==> config.mk <==
export PLATFORM = sky130hd
export DESIGN_NAME = pixel_unpacker
export DESIGN_NICKNAME = d
export VERILOG_FILES = /design/src/rtl/pixel_unpacker.sv
export SDC_FILE = /design/constraint.sdc
export NUM_CORES = 1
export LEC_CHECK = 0
export CAP_MARGIN = 15
export CORE_AREA = 2 2 121 123
export DETAILED_ROUTE_END_ITERATION = 10
export DIE_AREA = 0 0 123 125
export DONT_BUFFER_PORTS = 1
export HOLD_SLACK_MARGIN = 0.03
export PLACE_DENSITY_LB_ADDON = 0.2
export SYNTH_ARGS = -nofsm -noshare
export SYNTH_HDL_FRONTEND = slang
export SYNTH_SLANG_ARGS = --single-unit
==> constraint.sdc <==
create_clock -name aclk -period 3.94 [get_ports aclk]
set_input_delay 0.985 -clock aclk [delete_from_list [all_inputs] [get_ports aclk]]
set_output_delay 0.985 -clock aclk [all_outputs]
set_load 0.02 [all_outputs]
==> src/rtl/pixel_unpacker.sv <==
// Unpacks 24-bpp video packed four pixels per three 32-bit AXI-Stream words into one RGB pixel
// per beat, tagging each pixel with its x/y position, sof and eol. Framing problems on the input
// stream are recorded in sticky error bits, and completed frames are counted.
module pixel_unpacker #(
   parameter int unsigned X_SIZE = 640,
   parameter int unsigned Y_SIZE = 480
) (
   input  logic        aclk,
   input  logic        aresetn,
   input  logic [31:0] in_stream_tdata,
   input  logic [3:0]  in_stream_tkeep,
   input  logic        in_stream_tlast,
   input  logic        in_stream_tuser,
   input  logic        in_stream_tvalid,
   output logic        in_stream_tready,
   output logic [7:0]  r,
   output logic [7:0]  g,
   output logic [7:0]  b,
   output logic [9:0]  x,
   output logic [8:0]  y,
   output logic        sof,
   output logic        eol,
   output logic        pix_valid,
   input  logic        pix_ready,
   input  logic        err_clr,
   output logic        sof_err,
   output logic        eol_err,
   output logic        keep_err,
   output logic [15:0] frame_count
);

   localparam logic [9:0] XLast = 10'(X_SIZE - 1);
   localparam logic [9:0] XPen  = 10'(X_SIZE - 2);
   localparam logic [8:0] YLast = 9'(Y_SIZE - 1);

   typedef enum logic [1:0] {StPh0, StPh1, StPh2} phase_e;

   phase_e      phase_q, phase_d, eff_phase;
   logic [15:0] residue_q, residue_d;
   logic [23:0] hold_q, hold_d;
   logic        p3_pend_q;
   logic        pix_valid_q;
   logic [23:0] pix_q, word_pix;
   logic [9:0]  x_q, pos_x_q, base_x, step_x;
   logic [8:0]  y_q, pos_y_q, base_y, step_y;
   logic        sof_err_q, eol_err_q, keep_err_q;
   logic [15:0] frame_count_q;
   logic        word_acc, pix_acc, resync, at_start, eol_exp;
   logic        sof_set, eol_set, keep_set;

   // No new word while p3 still waits in the hold register.
   assign in_stream_tready = (!pix_valid_q | pix_ready) & !p3_pend_q;
   assign word_acc         = in_stream_tvalid & in_stream_tready;
   assign pix_acc          = pix_valid_q & pix_ready;
   assign resync           = word_acc & in_stream_tuser;
   // A tuser word is always treated as the first word of a group, whatever the phase.
   assign eff_phase        = in_stream_tuser ? StPh0 : phase_q;
   assign at_start         = (phase_q == StPh0) && (pos_x_q == '0) && (pos_y_q == '0);

   // Phase register: tracks which word of the 3-word group comes next.
   always_ff @(posedge aclk or negedge aresetn) begin
      if (!aresetn) begin
         phase_q <= StPh0;
      end else begin
         phase_q <= phase_d;
      end
   end

   // Phase advances once per accepted word.
   always_comb begin
      phase_d = phase_q;
      if (word_acc) begin
         case (eff_phase)
            StPh0:   phase_d = StPh1;
            StPh1:   phase_d = StPh2;
            default: phase_d = StPh0;
         endcase
      end
   end

   // Per-phase byte steering: pixel emitted by this word and leftover bytes kept for the next.
   always_comb begin
      word_pix  = '0;
      residue_d = residue_q;
      hold_d    = hold_q;
      if (word_acc) begin
         case (eff_phase)
            StPh0: begin
               word_pix  = in_stream_tdata[23:0];
               residue_d = {8'h00, in_stream_tdata[31:24]};
            end
            StPh1: begin
               word_pix  = {in_stream_tdata[15:0], residue_q[7:0]};
               residue_d = in_stream_tdata[31:16];
            end
            default: begin
               word_pix  = {in_stream_tdata[7:0], residue_q};
               residue_d = '0;
               hold_d    = in_stream_tdata[31:8];
            end
         endcase
      end
   end

   // Position of the pixel being loaded now, and the position that follows it.
   always_comb begin
      base_x = resync ? '0 : pos_x_q;
      base_y = resync ? '0 : pos_y_q;
      step_x = base_x + 10'd1;
      step_y = base_y;
      if (base_x == XLast) begin
         step_x = '0;
         step_y = (base_y == YLast) ? '0 : base_y + 9'd1;
      end
   end

   // Framing checks on each accepted word; a PH2 word carries p2 at pos_x_q and p3 just after it.
   always_comb begin
      eol_exp  = (eff_phase == StPh2) && (pos_x_q == XPen);
      sof_set  = word_acc & (in_stream_tuser != at_start);
      eol_set  = word_acc & (in_stream_tlast != eol_exp);
      keep_set = word_acc & (in_stream_tkeep != 4'hF);
   end

   // Residue and hold storage for bytes that straddle word boundaries.
   always_ff @(posedge aclk or negedge aresetn) begin
      if (!aresetn) begin
         residue_q <= '0;
         hold_q    <= '0;
      end else begin
         residue_q <= residue_d;
         hold_q    <= hold_d;
      end
   end

   // Output pixel register: p3 from the hold register takes priority, then a fresh word.
   always_ff @(posedge aclk or negedge aresetn) begin
      if (!aresetn) begin
         pix_q       <= '0;
         x_q         <= '0;
         y_q         <= '0;
         pos_x_q     <= '0;
         pos_y_q     <= '0;
         p3_pend_q   <= 1'b0;
         pix_valid_q <= 1'b0;
      end else if (pix_acc && p3_pend_q) begin
         pix_q       <= hold_q;
         x_q         <= base_x;
         y_q         <= base_y;
         pos_x_q     <= step_x;
         pos_y_q     <= step_y;
         p3_pend_q   <= 1'b0;
         pix_valid_q <= 1'b1;
      end else if (word_acc) begin
         pix_q       <= word_pix;
         x_q         <= base_x;
         y_q         <= base_y;
         pos_x_q     <= step_x;
         pos_y_q     <= step_y;
         p3_pend_q   <= (eff_phase == StPh2);
         pix_valid_q <= 1'b1;
      end else if (pix_acc) begin
         pix_valid_q <= 1'b0;
      end
   end

   // Sticky error bits; a new error wins over a simultaneous clear.
   always_ff @(posedge aclk or negedge aresetn) begin
      if (!aresetn) begin
         sof_err_q  <= 1'b0;
         eol_err_q  <= 1'b0;
         keep_err_q <= 1'b0;
      end else begin
         if (sof_set)      sof_err_q  <= 1'b1;
         else if (err_clr) sof_err_q  <= 1'b0;
         if (eol_set)      eol_err_q  <= 1'b1;
         else if (err_clr) eol_err_q  <= 1'b0;
         if (keep_set)     keep_err_q <= 1'b1;
         else if (err_clr) keep_err_q <= 1'b0;
      end
   end

   // Frame counter bumps when the last pixel of a frame is taken downstream.
   always_ff @(posedge aclk or negedge aresetn) begin
      if (!aresetn) begin
         frame_count_q <= '0;
      end else if (pix_acc && (x_q == XLast) && (y_q == YLast)) begin
         frame_count_q <= frame_count_q + 16'd1;
      end
   end

   assign r           = pix_q[23:16];
   assign g           = pix_q[15:8];
   assign b           = pix_q[7:0];
   assign x           = x_q;
   assign y           = y_q;
   assign sof         = (x_q == '0) && (y_q == '0);
   assign eol         = (x_q == XLast);
   assign pix_valid   = pix_valid_q;
   assign sof_err     = sof_err_q;
   assign eol_err     = eol_err_q;
   assign keep_err    = keep_err_q;
   assign frame_count = frame_count_q;

endmodule
## After elaboration in Yosys (flattened, before gate mapping)

Index checks and enable logic that the tools add are counted.

- Flip-flop bits (word level): 125
- Input port bits: 43
- Output and inout port bits: 66
- Logic and storage cells: 86

- Add/subtract/negate cells: 3
- Equality and inequality tests: 10
- Mux-type cells: 28
- Bitwise operators: 9
- Reductions and logical operators: 22

Operator list:

| operator | count |
|---|---|
| two-way mux 9 bit | 7 |
| two-way mux 10 bit | 6 |
| two-way mux 24 bit | 2 |
| case mux 24 bit (2 select lines) | 1 |
| case mux 16 bit (2 select lines) | 1 |
| equality test 10 bit, second input constant | 3 |
| logical NOT 10 bit | 2 |
| equality test 9 bit, second input constant | 2 |
| logical NOT 9 bit | 2 |
| adder 16 x 1 -> 16 bit, second input constant | 1 |
| adder 10 x 1 -> 10 bit, second input constant | 1 |
| adder 9 x 1 -> 9 bit, second input constant | 1 |
| two-way mux 1 bit | 9 |
| nonzero test 2 bit | 4 |
| bitwise AND 1 bit | 7 |
| logical AND 1 bit | 7 |
| logical NOT 2 bit | 2 |
| != test 4 bit, second input constant | 1 |
| case mux 2 bit (2 select lines) | 1 |
| nonzero test 3 bit | 1 |
| equality test 2 x 1 -> 1 bit, second input constant | 1 |
| equality test 2 bit, second input constant | 1 |
| logical NOT 1 bit | 2 |
| two-way mux 2 bit | 1 |
| 5 further kinds | 6 |

## Depth between registers and ports, before layout

- Depth in word-level cells: 11
- Mapped depth: 11
- Depth with buffers taken out: 8

## Worst setup path before layout

No wires, ideal clock.

- Path kind: input to register
- From: input pix_ready
- To: register pos_y_q[0]
- Setup time: 0.125 ns
- Arrival: 2.940 ns
- Data required time: 3.815 ns
- Path slack: 0.875 ns
- Stages on the path: 9
- Path buffers: 1
- Path through: nand2b_1 > buf_2 > nand3_1 > and2_1 > ha_1 > nand2_1 > nor3_1 > o21ai_0 > mux2_2

- Elaborated cells on any way between the ends: 16
- Classes of those cells: 1 x add/sub; 2 x eq/ne; 6 x mux; 5 x bitwise; 2 x reduce/logical

RTL lines:

| item | line | text |
|---|---|---|
| start: declaration | 24 | `input logic pix_ready,` |
| OR 1 bit * | 52 | `assign in_stream_tready = (!pix_valid_q \| pix_ready) & !p3_pend_q;` |
| bitwise AND 1 bit * | 52 |  |
| bitwise AND 1 bit * | 53 | `assign word_acc = in_stream_tvalid & in_stream_tready;` |
| bitwise AND 1 bit * | 55 | `assign resync = word_acc & in_stream_tuser;` |
| two-way mux 10 bit * | 107 | `base_x = resync ? '0 : pos_x_q;` |
| net base_x[1] | 44 | `logic [9:0] x_q, pos_x_q, base_x, step_x;` |
| equality test 10 bit * | 111 | `if (base_x == XLast) begin` |
| two-way mux 9 bit * | 111 |  |
| two-way mux 9 bit | 154 | `end else if (word_acc) begin` |
| two-way mux 9 bit * | 146 | `end else if (pix_acc && p3_pend_q) begin` |
| end signal: assignment | 151 | `pos_y_q <= step_y;` |
| end signal: assignment | 159 | `pos_y_q <= step_y;` |
| end: declaration | 45 | `logic [8:0] y_q, pos_y_q, base_y, step_y;` |

Mark *: on every way through the listed nets, which the timed path passes. The rest lies on a longest branch. The select of a mux whose other input is x is not followed.
A chain may end at the register's enable or synchronous reset.

## Final worst setup path

- From: input pix_ready
- To: register pos_y_q[6]

The elaborated chain is that of the path after synthesis.

==> impl_metrics.yaml <==
cts:
  clk_pin_slew_ns: 0.06
  holdBufCountCts: 0
  numCtsBuffers: 17
  htree_levels: 4
  cts_tree: "done"
  postCtsSetupBuffers: 0
  clk_latency_ns: 0.41
  clockBufferDepth: 2
  cts.sinks: 125
  post_cts_resized: 0
  cts-root-buf: "clkbuf_16"
worst_setup_path:
  r2r_start: "p3_pend_q$_DFFE_PN0P_"
  cpMaxStageDelayCell: "or3_1"
  endpoint_kind: "flip-flop"
  critPathArrivalTime_ns: 3.42
  critPathMaxStageDelay_ns: 0.58
  required_ns: 4.22
  rr_worst_depth: 9
  start_kind: "input pin"
  critPathMaxFanout: 13
  path_delay_family: "simple AND/OR/NAND/NOR gates"
  crit_type: "in -> reg"
  crit_buf_inv: 0
  reg2reg_to: "pos_y_q[6]$_DFFE_PN0P_"
  r2r_slack_ns: 0.94
  cp_cell_sequence: "nand2b_1, nand3_1, and2_1, ha_1, nand2_1, or3_1, o311ai_0, o211ai_1"
routing:
  post_drt_wl_per_cell_um: 21.2
  drt_iter0_markers: 308
  ant_nets: 0
  viasPerCell: 6.18
  drc: 0
  vias: 4854
  first_pass_iters: 5
  finalWirelength_um: 16600
synth:
  synth_largest_area_cell: "dfrtp_1"
  syn_avg_cell_area_um2: 10.3
  async_flop_share_pct: 100
  synth_top_flop_cell: "dfrtp_1"
  synth_edf_count: 0
  synth_top_area_share_pct: 50.5
  yosysMostFrequentCell: "dfrtp_1"
  ys_top_cells_by_area: "dfrtp_1 50%, mux2_2 6.9%, o21ai_0 4.1%"
  yosys-top-cells-count: "125 x dfrtp_1, 58 x nand2_1, 51 x o21ai_0"
  ys_types: 56
  synth_nets: 647
  netlist_area_um2: 6200
  ys_ff_latch: 125
  yosys_warnings: 0
  netlist_instances: 601
  synth_seq_area_share_pct: 50.5
timing:
  timing.final.crit_share_pct: 79.7
  fin_tns_setup_ns: 0
  hold_ws_ns: 0.266
  worst_slack_ns: 0.799
  rsz0062_at_grt: "no"
  setup_violations: 0
  fmax_ghz: 0.318
  slew_headroom_pct: 27.7
  tightestPinTransition_ns: 1.09
  drv_slew: 0
  hold_viol_final: 0
  min_period_ns: 3.14
  fin_skew_ns: 0.00444
pwr:
  p_per_area_nw_per_um2: 730
  p_leak_uw: 0.00291
  peakVddDrop_uv: 343
grt:
  grt_overflow: 0
  grtUsageTotal_pct: 22.3
  grt_pass1_vias: 4954
  grt_max_degree: 126
  grt_first_pass_wirelength_um: 26400
  grt_antenna_before_repair: 0
placement:
  dp_slack_ns: 0.396
  gp_congestion: 0.877
  dp_hpwl_um: 11200
  port_buffers: 0
  dp.cells: 753
floorplan:
  rows: 44
  initial_core_util_pct: 43.6
  die_x_um: 123
  core_area_um2: 14200
  die-area_um2: 15400
  io_pins: 109
  fp.dieH_um: 125
worst_hold_path:
  hold_path.class: "in -> async"
layout:
  area_delta_synth_final_pct: 11.1
  nFillCells: 1314
  utilization_pct: 48.5
  antenna_cells: 0
  drive_gt1_share_pct: 15.6
  fin_nets: 634
  instances_no_fill: 785
job:
  maxCapViolCount: 0
status:
  run_status: "completed"
==> worst reg2reg max path: stages (launching register included) <==
cell and delay, ns:
dfrtp_1 0.50, nor2b_1 0.08, buf_4 0.17, nand3_1 0.34
and2_1 0.24, ha_1 0.27, nand2_1 0.14, or3_1 0.58
o311ai_0 0.40, o211ai_1 0.14
==> layout by cell type (no fill, tap or decap), drive strengths merged, types with 11 or more instances in the layout <==
master / netlist / routed
nor2: 13 / 13
inv: 12 / 12
dfrtp: 125 / 125
nand3: 20 / 20
mux2: 39 / 39
nand2: 58 / 58
a211oi: 17 / 17
a21oi: 21 / 21
clkinv: 1 / 11
buf: 7 / 14
nand3b: 19 / 19
and3: 16 / 16
o21ai: 51 / 51
a22o: 22 / 22
nand4: 18 / 18
clkbuf: 39 / 17
==> where the power goes <==
part	switching (uW)	internal [uW]
sequential	692	1720
combinational	648	586
clock	590	796
total	1930	3100
==> metrics by stage <==
step | instance area (um2) | total power, uW
floorplan | 6200 | 3260
global placement | 6360 | 3620
detailed placement | 6360 | 3670
CTS | 6890 | 5070
global route | 6890 | 5330
finish | 6890 | 5030
==> per-layer routing <==
layer	vias up	share of wire (%)	track usage, %
met3	32	7.3	7.57
met2	173	50	36.9
met4	0	2.9	9.43
met1	2429	40	26.4
li1	2220	-	-
met5	-	0	0
==> worst max path at each step <==
stage,start,end,slack [ns],depth (start not counted)
global route,pix_ready,pos_y_q[6]$_DFFE_PN0P_,0.52,8
finish,pix_ready,pos_y_q[6]$_DFFE_PN0P_,0.80,8
CTS,pix_ready,pos_y_q[6]$_DFFE_PN0P_,0.84,8
floorplan,pix_ready,pos_y_q[0]$_DFFE_PN0P_,0.87,9
detailed placement,pix_ready,pos_y_q[6]$_DFFE_PN0P_,0.40,8
global placement,pix_ready,pos_y_q[6]$_DFFE_PN0P_,0.54,8
==> sequential cells by signal, summed over array words and instances (netlist names), 2 cells and up <==
signal,flops
phase_q,2
x,10
hold_q,24
pos_y_q,9
pos_x_q,10
frame_count,16
y,9
pix_q,24
residue_q,16
==> cell families (layout without fill, tap and decap cells) <==
group | after synthesis | after routing | synth area share, %
buffers and inverters | 59 | 59 | 3.77
XOR/XNOR | 16 | 16 | 2.26
adder cells (fa/ha/maj) | 3 | 3 | 0.606
flip-flops | 125 | 125 | 50.5
AND/OR/NAND/NOR | 195 | 195 | 17.3
multiplexers | 49 | 49 | 8.76
AO/OA/AOI/OAI | 154 | 154 | 16.9
==> cell type report <==
| class | count | area, um2 | share of cell area (%) |
|---|---|---|---|
| sequential | 125 | 3130 | 45.4 |
| multi-input combinational | 417 | 2850 | 41.3 |
| clock buffer | 17 | 425 | 6.18 |
| tap | 184 | 230 | 3.34 |
| timing repair buffer | 14 | 105 | 1.53 |
| clock inverter | 15 | 103 | 1.49 |
| inverter | 13 | 48.8 | 0.708 |
(Power assumes the default switching activity.)
